File: config.mk
export PLATFORM = sky130hd
export DESIGN_NAME = ifetch_unit
export DESIGN_NICKNAME = d
export VERILOG_FILES = /design/src/rtl/ifetch_unit.sv
export SDC_FILE = /design/constraint.sdc
export NUM_CORES = 1
export LEC_CHECK = 0
export CELL_PAD_IN_SITES_DETAIL_PLACEMENT = 0
export CELL_PAD_IN_SITES_GLOBAL_PLACEMENT = 2
export CORE_ASPECT_RATIO = 0.6
export CORE_MARGIN = 5
export CORE_UTILIZATION = 29
export DETAILED_ROUTE_END_ITERATION = 16
export PLACE_DENSITY = 0.85
export SLEW_MARGIN = 30
export SYNTH_ARGS = -nofsm -noshare
export SYNTH_HDL_FRONTEND = slang
export SYNTH_SLANG_ARGS = --single-unit
File: constraint.sdc
create_clock -name clk -period 7.6 [get_ports clk]
set_input_delay 1.52 -clock clk [delete_from_list [all_inputs] [get_ports clk]]
set_output_delay 1.52 -clock clk [all_outputs]
set_load 0.03 [all_outputs]
File: src/rtl/ifetch_unit.sv
// Instruction fetch / PC sequencer: fetches over imem req/ack, holds the word for issue,
// then steps the PC per the decoder's PC_s. Optional macro: PC_ALIGN_CHECK_EN.
module ifetch_unit #(
    parameter logic [31:0] RESET_PC    = 32'h0000_0000,
    parameter int unsigned ACK_TIMEOUT = 15
) (
    input  logic        clk,
    input  logic        rst_n,
    output logic        imem_req,
    output logic [31:0] imem_addr,
    input  logic        imem_ack,
    input  logic [31:0] imem_rdata,
    output logic [31:0] inst,
    output logic [5:0]  OP,
    output logic [5:0]  func,
    output logic        inst_valid,
    input  logic        issue_ready,
    input  logic [1:0]  PC_s,
    input  logic [31:0] rs_data,
    output logic [31:0] pc,
    output logic [31:0] pc_plus4,
    output logic        fetch_err,
    output logic        align_err
);

    localparam int unsigned CNT_W = 8;

    typedef enum logic [1:0] {
        ST_RST   = 2'd0,
        ST_FETCH = 2'd1,
        ST_ISSUE = 2'd2,
        ST_HALT  = 2'd3
    } state_t;

    state_t             state;
    state_t             state_nxt;
    logic [CNT_W-1:0]   wait_cnt;
    logic [31:0]        pc_next_c;
    logic [31:0]        br_off;
    logic               ack_take;
    logic               issue_take;
    logic               timeout;
`ifdef PC_ALIGN_CHECK_EN
    logic               misalign_take;
`endif

    assign imem_addr = pc;
    assign OP        = inst[31:26];
    assign func      = inst[5:0];
    assign pc_plus4  = pc + 32'd4;
    assign br_off    = {{14{inst[15]}}, inst[15:0], 2'b00};

    // Next-PC candidate for the instruction currently held
    always_comb begin
        pc_next_c = pc_plus4;
        case (PC_s)
            2'b00:   pc_next_c = pc_plus4;
            2'b01:   pc_next_c = rs_data;
            2'b10:   pc_next_c = pc_plus4 + br_off;
            default: pc_next_c = {pc_plus4[31:28], inst[25:0], 2'b00};
        endcase
    end

    always_ff @(posedge clk or negedge rst_n) begin
        if (!rst_n) state <= ST_RST;
        else        state <= state_nxt;
    end

    // Next-state and per-cycle event decode
    always_comb begin
        state_nxt  = state;
        ack_take   = 1'b0;
        issue_take = 1'b0;
        timeout    = 1'b0;
`ifdef PC_ALIGN_CHECK_EN
        misalign_take = 1'b0;
`endif
        case (state)
            ST_RST:   state_nxt = ST_FETCH;
            ST_FETCH: begin
                if (imem_ack) begin
                    ack_take  = 1'b1;
                    state_nxt = ST_ISSUE;
                end else if (wait_cnt == CNT_W'(ACK_TIMEOUT - 1)) begin
                    timeout   = 1'b1;
                    state_nxt = ST_HALT;
                end
            end
            ST_ISSUE: begin
                if (issue_ready) begin
                    issue_take = 1'b1;
                    state_nxt  = ST_FETCH;
`ifdef PC_ALIGN_CHECK_EN
                    if (pc_next_c[1:0] != 2'b00) begin
                        issue_take    = 1'b0;
                        misalign_take = 1'b1;
                        state_nxt     = ST_HALT;
                    end
`endif
                end
            end
            default:  state_nxt = ST_HALT;
        endcase
    end

    // Datapath and registered handshake outputs
    always_ff @(posedge clk or negedge rst_n) begin
        if (!rst_n) begin
            pc         <= RESET_PC;
            inst       <= '0;
            wait_cnt   <= '0;
            fetch_err  <= 1'b0;
            imem_req   <= 1'b0;
            inst_valid <= 1'b0;
        end else begin
            imem_req   <= (state_nxt == ST_FETCH);
            inst_valid <= (state_nxt == ST_ISSUE);
            if (ack_take) inst <= imem_rdata;
            if ((state == ST_FETCH) && !imem_ack) wait_cnt <= wait_cnt + CNT_W'(1);
            else                                  wait_cnt <= '0;
            if (timeout) fetch_err <= 1'b1;
`ifdef PC_ALIGN_CHECK_EN
            if (issue_take) pc <= pc_next_c;
`else
            if (issue_take) pc <= pc_next_c & ~32'h3;
`endif
        end
    end

`ifdef PC_ALIGN_CHECK_EN
    always_ff @(posedge clk or negedge rst_n) begin
        if (!rst_n)             align_err <= 1'b0;
        else if (misalign_take) align_err <= 1'b1;
    end
`else
    assign align_err = 1'b0;
`endif

endmodule

==> results by group <==
STA
  – Fin Clk Skew: 8.61 ps
  – Post-route setup TNS: 0 ps
  – Slew @ Worst Pin: 885 ps
  – Fmax: 0.199 GHz
  – Max Slew Vio Count: 0
  – Final setup fails: 0
  – Slew headroom: 41.0%
  – Final worst-path setup slack: 2590 ps
  – Final period util: 66.0%
  – RSZ-0062 raised after global routing: no
  – Final min period: 5010 ps
  – Final Hold Vio Count: 0

Power
  – Power Density: 475 mW/mm^2
  – Final Power: 3940 uW
  – LEAKAGE: 0.00353 uW
  – Peak supply drop: 0.000218 V

Clock network
  – Clk_lat worst skew: 360 ps
  – H-tree lvl count: 3
  – CTS tree: built
  – Cts bufs inserted: 9
  – CTS Hold Bufs: 0
  – CTS resizes: 0
  – Clock transition at the registers of the reported paths: 60 ps
  – CTS sink cnt: 75
  – Setup bufs post-CTS: 0
  – Clock buffer depth: 2
  – CTS root buf: clkbuf_16

Synth
  – Post-synthesis cell area: 0.00606 sq mm
  – Seq/Total Area, Yosys: 30.9%
  – Distinct cells, synth: 69
  – Most common cell in the netlist: nand2_1
  – Post-Synthesis Cells: 632
  – Synth top area share: 30.9%
  – Synth top cells by count: 87 x nand2_1, 75 x dfrtp_1, 50 x buf_4
  – Main synth FF type: dfrtp_1
  – Post-synth EDFFs: 0
  – Synth area leaders: dfrtp_1 31%, ha_1 7.8%, mux2_2 6.7%, mux4_2 6.3%, buf_4 6.2%
  – Synthesis-stage register bit count: 75
  – Synth async-reset ratio: 100%
  – Ys Warns: 0
  – Dominant cell type by area after synthesis: dfrtp_1
  – Syn_area_per_cell: 9.60 sq um

Die
  – Starting density of the core: 29.2%
  – Die area: 0.0240 sq mm
  – Io pins: 214
  – Y dimension of the die: 122 um
  – DIE WIDTH: 197 um
  – # rows: 41
  – Core Region: 0.0208 sq mm

Final layout
  – Layout Utilization: 39.9%
  – Fillcell total: 2109
  – Ant. Diodes: 0
  – Reg area: 0.00188 sq mm
  – Non-filler cells in the finished layout: 1070
  – Layout area overhead: 36.8%
  – Share of cells above drive strength 1: 12.3%
  – Area of the multi-input gates: 0.00366 sq mm
  – Final #Nets: 895

Global routing
  – Initial antenna violation count: 0
  – Largest net degree at the start of global routing: 50
  – GR Overflow Total: 0
  – First-pass GRT wire length: 31600 um
  – Gr usage total: 17.0%
  – Vias in the first global route: 5169

Drt
  – Vias per std cell: 4.84
  – Vias after detailed routing: 5180
  – Final ANT Viol Nets: 0
  – Post-Route WL: 20200 um
  – Pre-antenna DRT Iters: 5
  – Post-route DRC: 0
  – DR iter-0 viols: 306
  – Routed WL per cell: 18.9 um

Placement
  – Post-place setup slack: 2920 ps
  – Cell Count Post-Placement: 1054
  – Final GP Congestion: 0.792
  – Port Buffers: 204
  – Post-DP HPWL: 15600 um

Worst setup path
  – Required time of the critical path: 6080 ps
  – Crit end category: output pin
  – Critical path class: reg2out
  – Slowest stage delay, CP: 740 ps
  – Crit path cell chain: ha_1, nand3_1, nor3_2, nor2b_4, and2_1, nand3_1, xnor2_1, clkdlybuf4s50_1
  – CP arrival: 3490 ps
  – Cell mode on critical path: nand3_1
  – Slowest CP cell: clkdlybuf4s50_1
  – Crit start category: flop
  – CP Max Fanout: 6

Status
  – Status: finished, final reports clean

Min path
  – Worst Hold Class: reg2reg

Run
  – Maxcap violations: 0
-- metal layers --
| metal | GRT usage, % | vias up | wire length (um) |
|---|---|---|---|
| met4 | 2.73 | 0 | 139 |
| met5 | 0 | - | 0 |
| met2 | 23.7 | 160 | 8080 |
| li1 | - | 2517 | - |
| met3 | 5.44 | 10 | 1440 |
| met1 | 26.0 | 2493 | 10500 |
-- through the flow --
stage	hold slack (ps)	area, sq um
final	491	8300
after global routing	540	8300
after CTS	494	8300
after detailed placement	464	8020
after global placement	472	8020
after floorplan	467	6090
-- state kept, by name, summed over array words and instances (netlist names) --
signal,count
inst,32
imem_req,1
imem_addr,30
fetch_err,1
wait_cnt,8
inst_valid,1
state,2
-- cell families after synthesis --
group	synth area share (%)
compound gates	13.1
mux	14.6
fa+ha+maj	8.17
simple gates	15.4
flops	30.9
buf+inv	9.08
xor+xnor	8.64
other cells	0.0618
-- report_power, final --
| part | switching [uW] | total [uW] | internal (uW) |
|---|---|---|---|
| Sequential | 245 | 793 | 548 |
| Clock | 192 | 414 | 223 |
| Combinational | 1550 | 2730 | 1180 |
| Total | 1980 | 3940 | 1950 |
-- cell usage in the layout, fill, tap and decap left out, types with 6 or more instances in the layout --
cell type        count
clkdlybuf4s50_1    202
nand2_1             87
dfrtp_1             75
ha_1                38
nor2_1              37
mux2_2              36
xnor2_1             31
a21oi_1             30
xor2_1              27
mux4_2              17
nand3_1             16
inv_1               15
o21ai_0             15
a21o_1              12
clkbuf_16            9
mux2i_1              8
and4_1               7
and3_1               7
a31oi_1              7
conb_1               7
nor2b_1              6
o21ai_1              6
buf_4                6
-- area by class of cell --
type	count	share of cell area, %
multi-input combinational	475	44.1
timing repair buffer	209	25.0
clock buffer	9	2.71
inverter	16	0.724
sequential	75	22.6
clock inverter	7	0.648
tap	279	4.21
-- final timing paths --
| path | from | to | slack [ps] | cells after the start |
|---|---|---|---|---|
| hold reg to reg | fetch_err$_DFFE_PN0P_ | fetch_err$_DFFE_PN0P_ | 490 | 1 |
| setup / recovery | imem_addr[2]$_DFFE_PN0P_ | pc_plus4[30] | 2590 | 8 |
| setup reg to reg | imem_addr[2]$_DFFE_PN0P_ | imem_addr[29]$_DFFE_PN0P_ | 3240 | 15 |
| max in group asynchronous | rst_n | state[0]$_DFF_PN0_ | 5500 | 2 |
| min in group asynchronous | rst_n | inst[11]$_DFFE_PN0P_ | 1080 | 1 |
| hold / removal | fetch_err$_DFFE_PN0P_ | fetch_err$_DFFE_PN0P_ | 490 | 1 |
-- critical path, delay by kind of cell (launching register included) --
kind	cells	cell delay (ps)
simple gates	5	1470
buf+inv	1	740
xor+xnor	1	260
fa+ha+maj	1	220
flops	1	440
(Power assumes the default switching activity.)
